$ cat config.mk
export PLATFORM = sky130hd
export DESIGN_NAME = sobel_abs_sched_flat
export DESIGN_NICKNAME = d
export VERILOG_FILES = /design/src/rtl/conv_pkg.sv /design/src/rtl/sobel_abs_sched_if.sv /design/src/rtl/pix_counter.sv /design/src/rtl/sobel_abs_sched.sv /design/src/flat_wrapper.sv
export SDC_FILE = /design/constraint.sdc
export NUM_CORES = 1
export LEC_CHECK = 0
export CORE_MARGIN = 3
export CORE_UTILIZATION = 40
export CTS_CLUSTER_DIAMETER = 60
export DETAILED_ROUTE_END_ITERATION = 6
export GPL_TIMING_DRIVEN = 0
export PLACE_DENSITY = 0.62
export SLEW_MARGIN = 20
export SYNTH_ARGS = -nofsm -noshare
export SYNTH_HDL_FRONTEND = slang
export SYNTH_SLANG_ARGS = --single-unit
$ cat constraint.sdc
create_clock -name clk -period 2.75 [get_ports clk]
set_clock_uncertainty 0.2 [all_clocks]
set_input_delay 0.55 -clock clk [delete_from_list [all_inputs] [get_ports clk]]
set_output_delay 0.55 -clock clk [all_outputs]
set_load 0.03 [all_outputs]
$ cat src/rtl/conv_pkg.sv
// Shared definitions for the convolution back end: datapath width,
// scheduler state encoding and the unsigned saturating adder.
package conv_pkg;

   localparam int DATA_W = 12;

   typedef enum logic [1:0] {
      IDLE  = 2'd0,
      ABS_X = 2'd1,
      ABS_Y = 2'd2,
      OUT   = 2'd3
   } state_t;

   // Unsigned add that clamps to all-ones instead of wrapping.
   function automatic logic [DATA_W-1:0] sat_add_u(input logic [DATA_W-1:0] a,
                                                   input logic [DATA_W-1:0] b);
      logic [DATA_W:0] sum;
      sum = {1'b0, a} + {1'b0, b};
      return sum[DATA_W] ? {DATA_W{1'b1}} : sum[DATA_W-1:0];
   endfunction

endpackage

$ cat src/rtl/sobel_abs_sched_if.sv
// Bundle of the scheduler's streaming handshakes and the shared Abs port.
// slave is the scheduler side, master is the surrounding pipeline.
interface sobel_abs_sched_if;
   import conv_pkg::*;

   logic              in_valid;
   logic              in_ready;
   logic [DATA_W-1:0] gx;
   logic [DATA_W-1:0] gy;
   logic [DATA_W-1:0] abs_in;
   logic [DATA_W-1:0] abs_out;
   logic              out_valid;
   logic              out_ready;
   logic [DATA_W-1:0] out_mag;
   logic              out_eol;
   logic              out_eof;
   logic              busy;

   modport slave (
      input  in_valid, gx, gy, abs_out, out_ready,
      output in_ready, abs_in, out_valid, out_mag, out_eol, out_eof, busy
   );

   modport master (
      output in_valid, gx, gy, abs_out, out_ready,
      input  in_ready, abs_in, out_valid, out_mag, out_eol, out_eof, busy
   );

endinterface

$ cat src/rtl/pix_counter.sv
// Column/row position counter for a raster stream. Advances on inc_i and
// reports whether the current position is the end of a row or of a frame.
module pix_counter #(
   parameter int IMG_W = 640,
   parameter int IMG_H = 480
) (
   input  logic clk,
   input  logic rst_n,
   input  logic inc_i,
   output logic eol_o,
   output logic eof_o
);

   localparam int CW = (IMG_W > 1) ? $clog2(IMG_W) : 1;
   localparam int RW = (IMG_H > 1) ? $clog2(IMG_H) : 1;
   localparam logic [CW-1:0] COL_LAST = CW'(IMG_W - 1);
   localparam logic [RW-1:0] ROW_LAST = RW'(IMG_H - 1);

   logic [CW-1:0] col_q, col_d;
   logic [RW-1:0] row_q, row_d;

   assign eol_o = (col_q == COL_LAST);
   assign eof_o = eol_o && (row_q == ROW_LAST);

   // Next position: column wraps into a row step, last row wraps the frame.
   always_comb begin
      col_d = col_q;
      row_d = row_q;
      if (inc_i) begin
         if (eol_o) begin
            col_d = '0;
            row_d = (row_q == ROW_LAST) ? '0 : row_q + 1'b1;
         end else begin
            col_d = col_q + 1'b1;
         end
      end
   end

   // Position registers.
   always_ff @(posedge clk or negedge rst_n) begin
      if (!rst_n) begin
         col_q <= '0;
         row_q <= '0;
      end else begin
         col_q <= col_d;
         row_q <= row_d;
      end
   end

endmodule

$ cat src/rtl/sobel_abs_sched.sv
// Sequences each (Gx, Gy) pair through one shared external Abs unit and
// emits the saturated magnitude |Gx|+|Gy| tagged with row/frame end flags.
module sobel_abs_sched
   import conv_pkg::*;
#(
   parameter int IMG_W = 640,
   parameter int IMG_H = 480
) (
   input  logic             clk,
   input  logic             rst_n,
   sobel_abs_sched_if.slave bus
);

   state_t            state_q, state_d;
   logic [DATA_W-1:0] gx_q, gx_d;
   logic [DATA_W-1:0] gy_q, gy_d;
   logic [DATA_W-1:0] ax_q, ax_d;
   logic [DATA_W-1:0] mag_q, mag_d;
   logic              eol_q, eol_d;
   logic              eof_q, eof_d;
   logic              cnt_inc;
   logic              cnt_eol;
   logic              cnt_eof;

   pix_counter #(
      .IMG_W (IMG_W),
      .IMG_H (IMG_H)
   ) u_pix_counter (
      .clk   (clk),
      .rst_n (rst_n),
      .inc_i (cnt_inc),
      .eol_o (cnt_eol),
      .eof_o (cnt_eof)
   );

   // Gy is the last operand used, so outside ABS_X the Abs input simply
   // keeps showing gy_q, which also reads 0 straight out of reset.
   assign bus.abs_in    = (state_q == ABS_X) ? gx_q : gy_q;
   assign bus.in_ready  = (state_q == IDLE);
   assign bus.out_valid = (state_q == OUT);
   assign bus.busy      = (state_q != IDLE);
   assign bus.out_mag   = mag_q;
   assign bus.out_eol   = eol_q && (state_q == OUT);
   assign bus.out_eof   = eof_q && (state_q == OUT);

   // Next-state and datapath capture for the four-step pixel sequence.
   always_comb begin
      state_d = state_q;
      gx_d    = gx_q;
      gy_d    = gy_q;
      ax_d    = ax_q;
      mag_d   = mag_q;
      eol_d   = eol_q;
      eof_d   = eof_q;
      cnt_inc = 1'b0;
      case (state_q)
         IDLE: begin
            if (bus.in_valid) begin
               gx_d    = bus.gx;
               gy_d    = bus.gy;
               state_d = ABS_X;
            end
         end
         ABS_X: begin
            ax_d    = bus.abs_out;
            state_d = ABS_Y;
         end
         ABS_Y: begin
            mag_d   = sat_add_u(ax_q, bus.abs_out);
            eol_d   = cnt_eol;
            eof_d   = cnt_eof;
            state_d = OUT;
         end
         OUT: begin
            if (bus.out_ready) begin
               cnt_inc = 1'b1;
               state_d = IDLE;
            end
         end
         default: state_d = IDLE;
      endcase
   end

   // State and datapath registers.
   always_ff @(posedge clk or negedge rst_n) begin
      if (!rst_n) begin
         state_q <= IDLE;
         gx_q    <= '0;
         gy_q    <= '0;
         ax_q    <= '0;
         mag_q   <= '0;
         eol_q   <= 1'b0;
         eof_q   <= 1'b0;
      end else begin
         state_q <= state_d;
         gx_q    <= gx_d;
         gy_q    <= gy_d;
         ax_q    <= ax_d;
         mag_q   <= mag_d;
         eol_q   <= eol_d;
         eof_q   <= eof_d;
      end
   end

endmodule

$ cat src/flat_wrapper.sv
// flat-port wrapper written by rule: the top's interface ports become plain ports
module sobel_abs_sched_flat import conv_pkg::*;
#(
   parameter int IMG_W = 640,
   parameter int IMG_H = 480
)
  (clk, rst_n, bus_in_valid, bus_gx, bus_gy, bus_abs_out, bus_out_ready, bus_in_ready, bus_abs_in, bus_out_valid, bus_out_mag, bus_out_eol, bus_out_eof, bus_busy);
  sobel_abs_sched_if bus_i ();
  input  logic clk;
  input  logic rst_n;
  input wire logic [$bits(bus_i.in_valid)-1:0] bus_in_valid;
  input wire logic [$bits(bus_i.gx)-1:0] bus_gx;
  input wire logic [$bits(bus_i.gy)-1:0] bus_gy;
  input wire logic [$bits(bus_i.abs_out)-1:0] bus_abs_out;
  input wire logic [$bits(bus_i.out_ready)-1:0] bus_out_ready;
  output wire logic [$bits(bus_i.in_ready)-1:0] bus_in_ready;
  output wire logic [$bits(bus_i.abs_in)-1:0] bus_abs_in;
  output wire logic [$bits(bus_i.out_valid)-1:0] bus_out_valid;
  output wire logic [$bits(bus_i.out_mag)-1:0] bus_out_mag;
  output wire logic [$bits(bus_i.out_eol)-1:0] bus_out_eol;
  output wire logic [$bits(bus_i.out_eof)-1:0] bus_out_eof;
  output wire logic [$bits(bus_i.busy)-1:0] bus_busy;
  assign bus_i.in_valid = bus_in_valid;
  assign bus_i.gx = bus_gx;
  assign bus_i.gy = bus_gy;
  assign bus_i.abs_out = bus_abs_out;
  assign bus_i.out_ready = bus_out_ready;
  assign bus_in_ready = bus_i.in_ready;
  assign bus_abs_in = bus_i.abs_in;
  assign bus_out_valid = bus_i.out_valid;
  assign bus_out_mag = bus_i.out_mag;
  assign bus_out_eol = bus_i.out_eol;
  assign bus_out_eof = bus_i.out_eof;
  assign bus_busy = bus_i.busy;
  sobel_abs_sched #(.IMG_W(IMG_W), .IMG_H(IMG_H)) u_core (.clk(clk), .rst_n(rst_n), .bus(bus_i));
endmodule
; ---- Word level (Yosys, flattened, before mapping)
; Index checks and enable logic that the tools add are counted.
[totals]
reg_bits = 71
in_bits = 40
elab_cells = 36
[op_classes]
n_addsub = 3
n_eq_ne = 7
n_mux = 9
n_reduce_logical = 8
[op_table]
columns = op, count
row1 = 12-bit two-way mux, 2
row2 = 12-bit by 12-bit adder with 13-bit output, 1
row3 = "10-bit by 1-bit adder with 10-bit output, second input constant", 1
row4 = "10-bit equality test, second input constant", 1
row5 = 10-bit two-way mux, 1
row6 = "9-bit by 1-bit adder with 9-bit output, second input constant", 1
row7 = "9-bit equality test, second input constant", 1
row8 = 9-bit two-way mux, 1
row9 = 2-bit one-hot mux with 4 select lines, 1
row10 = 2-bit AND reduction, 3
row11 = "2-bit equality test, second input constant", 2
row12 = 2-bit two-way mux, 2
row13 = "2-bit inequality test, second input constant", 2
row14 = 1-bit logical AND, 3
row15 = "2-bit by 1-bit equality test with 1-bit output, second input constant", 1
row16 = 2-bit logical NOT, 1
row17 = 1-bit two-way mux, 2
row18 = 2-bit nonzero test, 1

; ---- Depth between registers and ports, before layout
[depth]
depth_word = 3
ltp_mapped = 8

; ---- Hierarchy
; From an unflattened synthesis, not the netlist that was laid out.
[hier_totals]
hier_cells = 308
hier_area_um2 = 3673.5
[modules_own_cells]
columns = mod, instances, cells_per_inst, area_per_inst_um2, seq_area_each_um2
row1 = sobel_abs_sched, 1, 212, 2703.8, 1301.2
row2 = pix_counter, 1, 96, 969.7, 475.5

; ---- Worst setup path after synthesis
; Ideal clock, no wire load.
[synth_path]
kind = input to register
startpoint = input port bus_abs_out[0]
endpoint = register u_core.mag_q[1] (netlist: u_core.bus.out_mag[1])
setup_ns = 0.121
t_arrival_ns = 2.250
required_time_ns = 2.429
slack_ns = 0.178
cell_stages = 7
path_buffers = 1
path_cell_list = ha_1 -> fa_1 -> a21o_1 -> a221oi_2 -> o21ai_1 -> clkbuf_1 -> o22a_1
[synth_between]
elab_chain_len = 2
[synth_lines]
columns = item, line_no
row1 = "start, declared", flat_wrapper.sv:14  ; input wire logic [$bits(bus_i.abs_out)-1:0] bus_abs_out;
row2 = 12-bit by 12-bit adder with 13-bit output, conv_pkg.sv:18  ; sum = {1'b0, a} + {1'b0, b};
row3 = 12-bit two-way mux, conv_pkg.sv:19  ; return sum[DATA_W] ? {DATA_W{1'b1}} : sum[DATA_W-1:0];
row4 = "end signal, assigned", sobel_abs_sched.sv:99  ; mag_q <= mag_d;
row5 = "end, declared", sobel_abs_sched.sv:18  ; logic [DATA_W-1:0] mag_q, mag_d;
; No other way between the ends.
; A chain may end at the register's enable or synchronous reset.

; ---- Worst setup path in the final report
[layout_path]
startpoint = register u_core.state_q[1]
endpoint = output port bus_abs_in[2]
[layout_between]
elab_chain_len = 2
[layout_lines]
columns = item, line_no
row1 = "start, declared", sobel_abs_sched.sv:14  ; state_t state_q, state_d;
row2 = "start signal, assigned", sobel_abs_sched.sv:95  ; state_q <= state_d;
row3 = 2-bit by 1-bit equality test with 1-bit output, sobel_abs_sched.sv:38  ; assign bus.abs_in = (state_q == ABS_X) ? gx_q : gy_q;
row4 = 12-bit two-way mux, sobel_abs_sched.sv:38
row5 = "end, declared", flat_wrapper.sv:17  ; output wire logic [$bits(bus_i.abs_in)-1:0] bus_abs_in;
; No other way between the ends.

==> flow_metrics.tcl <==
set metrics [dict create \
    syn_avg_cell_area_um2 11.83 \
    start_util 0.4248 \
    synth_cell_type_count 44 \
    die_height_um 100.8 \
    power.leakage_nw 1.990 \
    setup_viol 0 \
    ys_ff_latch 71 \
    port_buffers 68 \
    synth_warnings 0 \
    coreArea_mm2 0.008464 \
    clk_latency_ps 350 \
    status "completed" \
    multi_input_area_mm2 0.001773 \
    htreeDepth 3 \
    syn-cell-area_mm2 0.003596 \
    drv_slew 0 \
    required_ps 2000 \
    die_width_um 100.8 \
    rows 33 \
    vias 2542 \
    hpwl_mm 5.427 \
    cap_violations 0 \
    fmax_mhz 375.8 \
    clk_path_buf_depth 2 \
    drc 0 \
    first_global_vias 2635 \
    finalCriticalPeriod_ps 2661 \
    synth_largest_area_cell "dfrtp_1" \
    grt_use_total 0.1555 \
    grt_max_degree 46 \
    via_per_inst 5.104 \
    place_ws_ps -643.5 \
    worstSetupPathType "reg -> out" \
    drtIter0Drc 55 \
    tightestPinTransition_ps 923.4 \
    post-synth-top-area-fraction 0.4941 \
    grt_pass1_wl_mm 12.54 \
    cts_tree "yes" \
    fillerInstances 764 \
    ys.flop_type "dfrtp_1" \
    drive_above_1_share 0.2468 \
    seq_area_mm2 0.001777 \
    overflow 0 \
    postSynth.asyncResetShare 1.000 \
    critical_path.startpoint_type "register" \
    final_hold_viol_count 0 \
    hold_class "reg -> reg" \
    yosys-top-cells-area "dfrtp_1 (49%), mux2_2 (16%), ha_1 (6.3%)" \
    yosysMostFrequentCell "dfrtp_1" \
    syn_inst 304 \
    crit_arrival_ps 1910 \
    synth-edff-count 0 \
    cts_root_buffer "clkbuf_8" \
    rsz0062_at_grt "no" \
    wirelength_mm 7.364 \
    clk_pin_slew_worst_paths_ps 70 \
    die_area_mm2 0.01016 \
    clock-sinks 71 \
    setup_ws_ps 88.84 \
    netlist_top_cells_count "dfrtp_1 (71), mux2_2 (51), ha_1 (18), nand2_1 (18), o21ai_0 (16)" \
    n_antenna_cell 0 \
    total_power_mw 5.384 \
    power_density_mw_per_mm2 1153 \
    firstDrtPassIters 4 \
    ir_drop_mv 0.5707 \
    io_pins 69 \
    synth_nets 363 \
    numCtsBuffers 9 \
    grt_antenna_before_repair 0 \
    slew_headroom 0.3787 \
    endpoint_kind "output port" \
    finalWeightedCongestion 0.7618 \
    drt.antenna.violating_nets 0 \
    areaGrowthSynthToFinish_pct 29.82 \
    wire_per_inst_um 14.79 \
    seq_area_frac_synth 0.4941 \
    min_period_over_period 0.9677 \
    critPathMaxFanout 10 \
    nets 448 \
]
through the flow:
| stage | setup TNS, ps | std cells | cell area [um2] | util | hold slack (ps) |
|---|---|---|---|---|---|
| global route | 0 | 498 | 4668 | 0.5515 | 296.6 |
| floorplan | 0 | 304 | 3596 | - | 54.41 |
| CTS | 0 | 495 | 4677 | 0.5526 | 282.9 |
| global placement | -124400 | 477 | 4408 | 0.5208 | 268.4 |
| finish | 0 | 498 | 4668 | 0.5515 | 280.9 |
| detailed placement | -12420 | 478 | 4433 | 0.5237 | 269.5 |
power by group:
group          switching [mW]  internal (mW)
Clock                   0.385          0.440
Combinational            1.51           1.37
Sequential              0.232           1.45
Total                    2.12           3.26
registers in the layout, summed over array words and instances (netlist names):
signal / cells
u_core.bus.out_mag: 12
u_core.u_pix_counter.row_q: 9
u_core.gy_q: 12
u_core.state_q: 2
u_core.ax_q: 12
u_core.eof_q: 1
u_core.u_pix_counter.col_q: 10
u_core.gx_q: 12
u_core.eol_q: 1
worst max-delay path, stage by stage (launching register included):
cell and delay [ps]:
dfrtp_1 400, inv_1 140, ha_4 200, clkbuf_8 190, mux2_2 350, clkdlybuf4s15_2 290
area by class of cell:
class                           instances  share of cell area
Timing Repair Buffer                   75              0.1506
Clock buffer                           12             0.03109
Sequential cell                        71              0.3806
Tap cell                              105             0.02814
Multi-Input combinational cell        213              0.3798
Buffer                                 10             0.01313
Clock inverter                          3            0.009381
Inverter                                9            0.007237
kinds of logic (layout without fill, tap and decap cells):
| family | count (synthesis) | count (layout) | share of synthesized area |
|---|---|---|---|
| multiplexers | 54 | 54 | 0.1681 |
| XOR/XNOR | 17 | 17 | 0.04140 |
| buffers and inverters | 20 | 109 | 0.02157 |
| adder cells (fa/ha/maj) | 19 | 19 | 0.06820 |
| AND/OR/NAND/NOR | 65 | 65 | 0.09847 |
| flip-flops | 71 | 71 | 0.4941 |
| AO/OA/AOI/OAI | 58 | 58 | 0.1082 |
layer usage:
metal	share of wire	vias up	global-route usage
met1	0.46	1202	0.2082
met5	0	-	0
li1	-	1275	-
met4	0.0098	0	0.03731
met2	0.46	57	0.2385
met3	0.069	8	0.05952
path summary, 6_finish.rpt:
kind	start	endpoint	slack, ps	depth (start not counted)
worst min-delay path	u_core.u_pix_counter.col_q[6]$_DFFE_PN0P_	u_core.u_pix_counter.col_q[6]$_DFFE_PN0P_	280	1
worst min register to register	u_core.u_pix_counter.col_q[6]$_DFFE_PN0P_	u_core.u_pix_counter.col_q[6]$_DFFE_PN0P_	280	1
min in group asynchronous	rst_n	u_core.u_pix_counter.col_q[2]$_DFFE_PN0P_	460	2
max in group asynchronous	rst_n	u_core.u_pix_counter.col_q[0]$_DFFE_PN0P_	1330	3
worst max register to register	u_core.state_q[0]$_DFFE_PN0P_	u_core.bus.out_mag[8]$_DFFE_PN0P_	400	8
worst max-delay path	u_core.state_q[1]$_DFFE_PN0P_	bus_abs_in[2]	90	5
what timing repair did:
action                                 4_1_cts  5_1_grt
resized for setup                           25       26
setup endpoints to repair                   22       24
hold buffers                                 1        0
buffers inserted                             2        3
endpoints found under the hold margin       26        0
pin swaps                                    1        0
cell usage in the layout (no fill, tap or decap), types with 11 or more instances in the layout:
cell type / instances
mux2_2: 51
clkbuf_8: 12
o21ai_0: 16
xnor2_1: 12
a21oi_1: 12
ha_1: 15
clkbuf_2: 11
dfrtp_1: 71
nand2_1: 18
o22a_1: 11
clkdlybuf4s50_1: 55
Note: power is estimated with default switching activity, not from simulation.
